`src/rtl/pc_fetch_sequencer_if.sv`:
```
// Instruction-memory fetch bus between the PC sequencer (master) and the memory (slave).
interface pc_fetch_sequencer_if #(
    parameter int ADDR_W = 32
);
    logic              imem_req;
    logic [ADDR_W-1:0] imem_addr;
    logic              imem_ack;
    logic [31:0]       imem_rdata;

    modport master (
        output imem_req,
        output imem_addr,
        input  imem_ack,
        input  imem_rdata
    );

    modport slave (
        input  imem_req,
        input  imem_addr,
        output imem_ack,
        output imem_rdata
    );
endinterface

```
`src/rtl/pc_fetch_sequencer.sv`:
```
// MIPS-32 program counter and fetch sequencer: RST -> FETCH -> ISSUE loop.
// It selects the next PC from jr / jump / branch / sequential on each accepted instruction.
module pc_fetch_sequencer #(
    parameter int                ADDR_W   = 32,
    parameter logic [ADDR_W-1:0] RESET_PC = '0
) (
    input  logic                 clk,
    input  logic                 rst_n,
    pc_fetch_sequencer_if.master imem,
    output logic [31:0]          instr,
    output logic                 instr_valid,
    output logic [ADDR_W-1:0]    pc,
    output logic [ADDR_W-1:0]    pc_plus4,
    input  logic                 stall,
    input  logic                 branch_taken,
    input  logic [ADDR_W-1:0]    branch_offset,
    input  logic                 jump,
    input  logic [25:0]          jump_index,
    input  logic                 jr,
    input  logic [ADDR_W-1:0]    jr_addr,
    output logic                 misalign
);

    typedef enum logic [1:0] {
        ST_RST,
        ST_FETCH,
        ST_ISSUE
    } state_e;

    state_e            state_q, state_d;
    logic [ADDR_W-1:0] pc_q, pc_d;
    logic [31:0]       instr_q, instr_d;
    logic              misalign_q, misalign_d;

    logic [ADDR_W-1:0] branch_off_bytes;
    logic [ADDR_W-1:0] next_pc;

    assign pc_plus4         = pc_q + ADDR_W'(4);
    assign branch_off_bytes = branch_offset << 2;

    // Redirect priority: jr beats jump beats branch; losers are silently dropped.
    always_comb begin
        if (jr) begin
            next_pc = {jr_addr[ADDR_W-1:2], 2'b00};
        end else if (jump) begin
            next_pc = {pc_plus4[ADDR_W-1 -: 4], jump_index, 2'b00};
        end else if (branch_taken) begin
            next_pc = pc_plus4 + branch_off_bytes;
        end else begin
            next_pc = pc_plus4;
        end
    end

    // NOTE: every signal driven here gets a default first, so no path can infer a latch.
    always_comb begin
        state_d    = state_q;
        pc_d       = pc_q;
        instr_d    = instr_q;
        misalign_d = 1'b0;
        case (state_q)
            ST_RST: begin
                state_d = ST_FETCH;
            end
            ST_FETCH: begin
                if (imem.imem_ack) begin
                    instr_d = imem.imem_rdata;
                    state_d = ST_ISSUE;
                end
            end
            ST_ISSUE: begin
                // Redirect inputs only matter in the cycle decode accepts the instruction.
                if (!stall) begin
                    pc_d       = next_pc;
                    misalign_d = jr && (jr_addr[1:0] != 2'b00);
                    state_d    = ST_FETCH;
                end
            end
            default: begin
                state_d = ST_RST;
            end
        endcase
    end

    // NOTE: sequential state uses non-blocking assignments so every flop samples pre-edge values.
    always_ff @(posedge clk or negedge rst_n) begin
        if (!rst_n) begin
            state_q    <= ST_RST;
            pc_q       <= RESET_PC;
            instr_q    <= '0;
            misalign_q <= 1'b0;
        end else begin
            state_q    <= state_d;
            pc_q       <= pc_d;
            instr_q    <= instr_d;
            misalign_q <= misalign_d;
        end
    end

    assign imem.imem_req  = (state_q == ST_FETCH);
    assign imem.imem_addr = pc_q;
    assign instr_valid    = (state_q == ST_ISSUE);
    assign instr          = instr_q;
    assign pc             = pc_q;
    assign misalign       = misalign_q;

endmodule

```
`src/flat_wrapper.sv`:
```
// flat-port wrapper written by rule: the top's interface ports become plain ports
module pc_fetch_sequencer_flat 
#(
    parameter int                ADDR_W   = 32,
    parameter logic [ADDR_W-1:0] RESET_PC = '0
)
  (clk, rst_n, instr, instr_valid, pc, pc_plus4, stall, branch_taken, branch_offset, jump, jump_index, jr, jr_addr, misalign, imem_imem_req, imem_imem_addr, imem_imem_ack, imem_imem_rdata);
  pc_fetch_sequencer_if #(.ADDR_W(ADDR_W)) imem_i ();
  input  logic clk;
  input  logic rst_n;
  output logic [31:0] instr;
  output logic instr_valid;
  output logic [ADDR_W-1:0] pc;
  output logic [ADDR_W-1:0] pc_plus4;
  input  logic stall;
  input  logic branch_taken;
  input  logic [ADDR_W-1:0] branch_offset;
  input  logic jump;
  input  logic [25:0] jump_index;
  input  logic jr;
  input  logic [ADDR_W-1:0] jr_addr;
  output logic misalign;
  output wire logic [$bits(imem_i.imem_req)-1:0] imem_imem_req;
  output wire logic [$bits(imem_i.imem_addr)-1:0] imem_imem_addr;
  input wire logic [$bits(imem_i.imem_ack)-1:0] imem_imem_ack;
  input wire logic [$bits(imem_i.imem_rdata)-1:0] imem_imem_rdata;
  assign imem_imem_req = imem_i.imem_req;
  assign imem_imem_addr = imem_i.imem_addr;
  assign imem_i.imem_ack = imem_imem_ack;
  assign imem_i.imem_rdata = imem_imem_rdata;
  pc_fetch_sequencer #(.ADDR_W(ADDR_W), .RESET_PC(RESET_PC)) u_core (.clk(clk), .rst_n(rst_n), .imem(imem_i), .instr(instr), .instr_valid(instr_valid), .pc(pc), .pc_plus4(pc_plus4), .stall(stall), .branch_taken(branch_taken), .branch_offset(branch_offset), .jump(jump), .jump_index(jump_index), .jr(jr), .jr_addr(jr_addr), .misalign(misalign));
endmodule
```
`config.mk`:
```
export PLATFORM = sky130hd
export DESIGN_NAME = pc_fetch_sequencer_flat
export DESIGN_NICKNAME = d
export VERILOG_FILES = /design/src/rtl/pc_fetch_sequencer_if.sv /design/src/rtl/pc_fetch_sequencer.sv /design/src/flat_wrapper.sv
export SDC_FILE = /design/constraint.sdc
export NUM_CORES = 1
export LEC_CHECK = 0
export CAP_MARGIN = 20
export CELL_PAD_IN_SITES_DETAIL_PLACEMENT = 1
export CELL_PAD_IN_SITES_GLOBAL_PLACEMENT = 2
export CORE_AREA = 8 8 201 127
export DETAILED_ROUTE_END_ITERATION = 8
export DIE_AREA = 0 0 209 135
export PLACE_DENSITY = 0.93
export SLEW_MARGIN = 20
export SYNTH_ARGS = -nofsm -noshare
export SYNTH_HDL_FRONTEND = slang
export SYNTH_SLANG_ARGS = --single-unit
export TNS_END_PERCENT = 20
```
`constraint.sdc`:
```
create_clock -name clk -period 8.5 [get_ports clk]
set_clock_uncertainty 0.05 [all_clocks]
set_input_delay 1.7 -clock clk [delete_from_list [all_inputs] [get_ports clk]]
set_output_delay 1.7 -clock clk [all_outputs]
set_load 0.1 [all_outputs]
```
==> results of run 1 <==
-- cells in the final DEF, fill, tap and decap left out, types with 6 or more instances in the layout --
master / netlist / final
nand4_1: 14 / 14
nand2b_1: 8 / 7
nand3_1: 18 / 18
xor2_1: 22 / 22
o22ai_1: 12 / 12
clkbuf_16: 0 / 9
o21ai_0: 41 / 41
xnor2_1: 27 / 27
ha_1: 36 / 36
nor3_1: 11 / 11
nor2_1: 48 / 48
buf_4: 36 / 11
mux2_2: 33 / 33
inv_1: 12 / 12
conb_1: 1 / 6
nand2_1: 60 / 60
and3_1: 13 / 13
a21oi_1: 55 / 55
a221o_1: 7 / 7
a21o_1: 9 / 9
dfrtp_1: 65 / 65
clkdlybuf4s50_1: 0 / 249
o211ai_1: 9 / 9
-- registers in the layout, indices dropped and copies added, names as in the netlist --
name and flops:
u_core.imem.imem_addr 30, u_core.misalign 1, u_core.instr 32, u_core.state_q 2
-- kinds of logic (layout without fill, tap and decap cells) --
group                      after synthesis  in the layout  share of synthesized area [%]
xor gates and xnor gates                50             50                           8.06
buffers and inverters                   76            292                           7.65
DFF                                     65             65                           29.4
other                                    1              6                         0.0679
and+or+nand+nor                        200            200                           18.1
AOI/OAI and AO/OA                      178            178                           20.9
adders and majority gates               37             37                           8.51
muxes                                   36             36                           7.27
-- synth_stat cells, types with 11 or more instances --
| master | instances |
|---|---|
| dfrtp_1 | 65 |
| nand2_1 | 60 |
| a21oi_1 | 55 |
| nor2_1 | 48 |
| o21ai_0 | 41 |
| buf_4 | 36 |
| ha_1 | 36 |
| mux2_2 | 33 |
| xnor2_1 | 27 |
| xor2_1 | 22 |
| clkbuf_1 | 20 |
| nand3_1 | 18 |
| nand4_1 | 14 |
| and3_1 | 13 |
| inv_1 | 12 |
| o22ai_1 | 12 |
| nor3_1 | 11 |
-- per-layer routing --
layer / track usage (%) / vias to the layer above
met5: 0 / -
met4: 2.61 / 2
met3: 8.24 / 16
met2: 28.1 / 238
met1: 23.8 / 2859
li1: - / 2753
-- worst max-delay path by stage --
stage | from | end | slack (ps) | cells after the start
3_3_place_gp | u_core.imem.imem_addr[7] | pc_plus4[30] | 2970 | 7
5_1_grt | u_core.imem.imem_addr[8] | pc_plus4[30] | 2290 | 7
4_1_cts | u_core.imem.imem_addr[7] | pc_plus4[30] | 2560 | 7
6_report | u_core.imem.imem_addr[7] | pc_plus4[30] | 2620 | 7
3_5_place_dp | u_core.imem.imem_addr[4] | pc_plus4[17] | 2960 | 5
2_1_floorplan | u_core.imem.imem_addr[4] | u_core.imem.imem_addr[31] | 2310 | 14
-- through the flow --
step	utilization (%)	setup WS (ps)	hold WS [ps]	instances	instance area, µm²
floorplan	-	2310	422	648	5550
global placement	36.2	2970	437	1140	8130
detailed placement	36.2	2960	446	1140	8130
CTS	37.4	2560	457	1156	8410
global route	37.4	2290	475	1156	8420
finish	37.4	2620	454	1156	8420
-- critical path: stages, from the launching register on --
cell and delay, ps:
dfrtp_1 530, nand4_1 220, nor2_1 290, nand3_4 130, nor3_1 770, nand4_1 210, xnor2_1 370, clkdlybuf4s50_1 1250
-- layout make-up --
type,instances,area share (%)
clock buffer,9,2.67
clock inverter,7,0.698
inverter,14,0.624
multi-input combinational,507,41.6
sequential,65,19.3
tap,292,4.34
timing repair buffer,262,30.7
==> summary.md, run 1 <==
| Metric | Value |
|---|---|
| Clock slew seen by the registers of the worst setup and hold paths | around 70 ps |
| CTS root buffer | clkbuf_16 |
| Core area | 22,500 µm² |
| WHS Endpoint | u_core.instr[14] |
| Ys flop type | dfrtp_1 |
| Min-delay src | u_core.instr[14] |
| Worst slew pin tran | around 1100 ps |
| Initial DRC Count | 311 |
| Area grow syn2layout | 52.4% |
| Largest net degree at the start of global routing | 66 |
| Cell taking the most area after synthesis | dfrtp_1 |
| Crit path max fanout | 9 |
| Top layer in use | met5 |
| Worst r2r src | u_core.imem.imem_addr[4] |
| Global Route Usage Sum | 18.3% |
| Hold crit path type | reg -> reg |
| Final Hold Fails | 0 |
| Slew Viols, Final | 0 |
| WL final | 26,400 µm |
| CTS sink count | 65 |
| Setup_tns | 0 ps |
| Routability congestion estimate | 0.871 |
| Storage element area | about 1600 µm² |
| Met1 WL | ~12,000 µm |
| WP data arrival | 4130 ps |
| Number of global-route vias before repair | 6,276 |
| R2r endpoint | u_core.imem.imem_addr[28] |
| Cell variety after synth | 62 |
| Cts bufs inserted | 9 |
| CTS resizes | 0 |
| Post-Syn Instances | 643 |
| Worst hold path depth | 1 |
| Setup crit start kind | register |
| Worst Path Required | 6750 ps |
| First-pass GRT wire length | approximately 40,000 µm |
| Unrepaired setup endpoints after global routing | no |
| Worst setup EP type | primary output |
| Synth top area cells | dfrtp_1 (29%), ha_1 (8.2%), mux2_2 (6.7%), a21oi_1 (5.0%), buf_4 (4.9%) |
| Syn avg cell area | between 8 and 9 µm² |
| Drt wl/cell | 22.9 µm |
| DRT Pass-1 Iters | 4 |
| Fin crit period | 5880 ps |
| Synth async-reset ratio | 100% |
| Yosys top cell area share | 29.4% |
| Share of cells above drive strength 1 | a little under a tenth |
| H-tree Lvls | 3 |
| Synthesized area | 5530 µm² |
| Reg2reg path depth | 13 |
| Post-CTS Setup Inserts | 0 |
| Achievable Freq | 170 MHz |
| Avg Vias per Cell | just over 5 |
| Max_slew headroom | roughly 28% |
| Slack of the worst reg-to-reg path | 3630 ps |
| Die Height | 135 µm |
| Initial antenna violation count | 1 |
| Vias | 5,868 |
| Post-CTS Hold Buffers | 0 |
| Detail Route met2 WL | 11,400 µm |
| Post-route antenna net violation count | 0 |
| IO Pins | 260 |
| Antenna Cells | 0 |
| Worst skew pair latency | between 300 and 400 ps |
| Multi-input logic area | 3510 µm² |
| Initial Utilization | around a quarter |
| Final layout net count | 1,025 |
| Status | finished clean |
| # rows | 43 |
| Yosys Warn Count | 0 |
| CTS tree | done |
| Die X | ~210 µm |
| Final count of negative-setup-slack endpoints | 0 |
| Global route overflow | 0 |
| Die area | 28,200 µm² |
| EDFF count, synth | 0 |
| Drc violations | 0 |
| Met3 routed WL | 2720 µm |
| Max_cap viols | 0 |
| Port-buffer cells | 251 |
| Detail Placement HPWL | 20,700 µm |
| Fillcell total | 2,647 |
| WS Path Type | reg -> out |
| Sequential area share after synthesis | 29.4% |
| Flops & latches, synth | 65 |
| Period Utilization, post-route | 69.2% |
| CTS max path bufs | 2 |
Power of run 1 is left out: the tool's default activity adds up to more than one toggle a clock period on the data nets, which glitch-free logic cannot reach.
==> inputs of run 2 (changes only) <==
Settings changed: CORE_AREA 8 8 201 127 to 8 8 210 132, DIE_AREA 0 0 209 135 to 0 0 218 140, PLACE_DENSITY 0.93 to 0.86.
Clock period 8.5 ns to 5.6 ns, I/O delays scaled along.
==> run 2 against run 1 <==
Cell count up 3.5%. Critical path depth unchanged. Global-route usage down 1.3 points. First-iteration DRC count unchanged. Sequential cell count unchanged. Sequential share of layout area down 0.33 points. Count of clock-buffer cells in the layout unchanged. Final area up 1.7%. Largest cell class unchanged.
==> summary.md, run 2 (synthesized netlist as in run 1, its figures left out) <==
| Metric | Value |
|---|---|
| Setup_tns | 0 ps |
| Cts bufs inserted | 9 |
| Fillcell total | 2,895 |
| Storage element area | roughly 1600 µm² |
| Final Hold Fails | 0 |
| Die X | 218 µm |
| Unrepaired setup endpoints after global routing | no |
| Routability congestion estimate | 0.834 |
| Drc violations | 0 |
| Most frequent cells in the layout | clkdlybuf4s50_1 (232), dfrtp_1 (65), nand2_1 (60), a21oi_1 (55), nor2_1 (48) |
| Achievable Freq | 216 MHz |
| Worst slack, placed | approximately 910 ps |
| Core area | roughly 25,000 µm² |
| Placed instance area | 8260 µm² |
| Clock slew seen by the registers of the worst setup and hold paths | roughly 60 ps |
| Period Utilization, post-route | about 83% |
| Drt wl/cell | 22.3 µm |
| Global Route Usage Sum | between 15 and 20% |
| # rows | 45 |
| Die area | 30,500 µm² |
| Initial antenna violation count | 4 |
| Final count of negative-setup-slack endpoints | 0 |
| Most common cell after layout, fill and taps aside | clkdlybuf4s50_1 |
| CTS sink count | 65 |
| Initial Utilization | 22.4% |
| Worst slew pin tran | roughly 1100 ps |
| Avg Vias per Cell | roughly 4.9 |
| Number of global-route vias before repair | 6,272 |
| IO Pins | 260 |
| Slowest Stage Delay on Critical Path | ~1200 ps |
| H-tree Lvls | 3 |
| Worst Path Required | 4430 ps |
| Status | finished clean |
| Worst setup EP type | primary output |
| Max FFs per register | 32 |
| Final WS setup | 966 ps |
| Port-buffer cells | 251 |
| Die Height | 140 µm |
| Detail Placement HPWL | 21,400 µm |
| First-pass GRT wire length | 39,700 µm |
| Hold crit path type | reg -> reg |
| CP dominant cell by count | nand2_1 |
| Multi-input logic area | approximately 3600 µm² |
| WS Path Type | reg -> out |
| WL final | 26,700 µm |
| Fin crit period | 4630 ps |
| CTS root buffer | clkbuf_16 |
| Max_slew headroom | 28.4% |
| Final layout net count | 1,027 |
| Slowest stage cell, crit path | clkdlybuf4s50_1 |
| Crit path max fanout | 7 |
| Worst skew pair latency | 350 ps |
| Setup crit start kind | register |
| CTS resizes | 0 |
| Global route overflow | 0 |
| Initial DRC Count | 311 |
| Slew Viols, Final | 0 |
| CTS tree | done |
| Post-CTS Setup Inserts | 0 |
| Share of cells above drive strength 1 | 13.0% |
| Largest net degree at the start of global routing | 44 |
| Critical path cell sequence | ha_1, and4_1, nand2_1, nor2_1, nand2_1, xnor2_2, clkdlybuf4s50_1 |
| Vias | 5,834 |
| Fin area | 8570 µm² |
| CTS max path bufs | 2 |
| Area grow syn2layout | 55.0% |
| WP data arrival | 3460 ps |
| Max_cap viols | 0 |
| Post-route antenna net violation count | 0 |
| Post-CTS Hold Buffers | 0 |
| DRT Pass-1 Iters | 5 |
| Hold Worst Slack | 452 ps |
==> run 2: metal layers <==
metal  track usage [%]  vias up  share of wire [%]
met5                 0        -               0.14
met2              25.1      238                 41
met1              22.7     2822                 46
met3              7.66       25                 11
li1                  -     2743                  -
met4              2.96        6                1.3
==> run 2: final cells by class <==
type | instances | share of cell area (%)
inverters | 14 | 0.613
diodes | 1 | 0.0292
well taps | 329 | 4.81
clock buffers | 9 | 2.63
clock inverters | 7 | 0.906
multi-input cells | 507 | 42.2
flip-flops and latches | 65 | 19.0
repair buffers | 264 | 29.9
==> run 2: metrics by stage <==
step                instances  util (%)
floorplan                 648         -
global placement         1179      33.5
detailed placement       1179      33.5
CTS                      1195      34.7
global route             1196      34.7
finish                   1196      34.7
==> run 2: critical path, delay by kind of cell (launching register included) <==
kind / cells / cell delay, ps
AND/OR/NAND/NOR: 4 / 920
flip-flops: 1 / 500
adder cells (fa/ha/maj): 1 / 310
XOR/XNOR: 1 / 220
buffers and inverters: 1 / 1180
==> run 2: worst paths after layout <==
| check | from | end | slack [ps] | cells past startpoint |
|---|---|---|---|---|
| setup reg to reg | u_core.imem.imem_addr[2] | u_core.imem.imem_addr[28] | 1080 | 17 |
| hold / removal | u_core.instr[10] | u_core.instr[10] | 450 | 1 |
| setup / recovery | u_core.imem.imem_addr[2] | pc_plus4[16] | 970 | 7 |
| hold reg to reg | u_core.instr[10] | u_core.instr[10] | 450 | 1 |
| max in group asynchronous | rst_n | u_core.imem.imem_addr[15] | 3650 | 2 |
| min in group asynchronous | rst_n | u_core.instr[17] | 830 | 1 |
Power of run 2 is left out for the same reason.
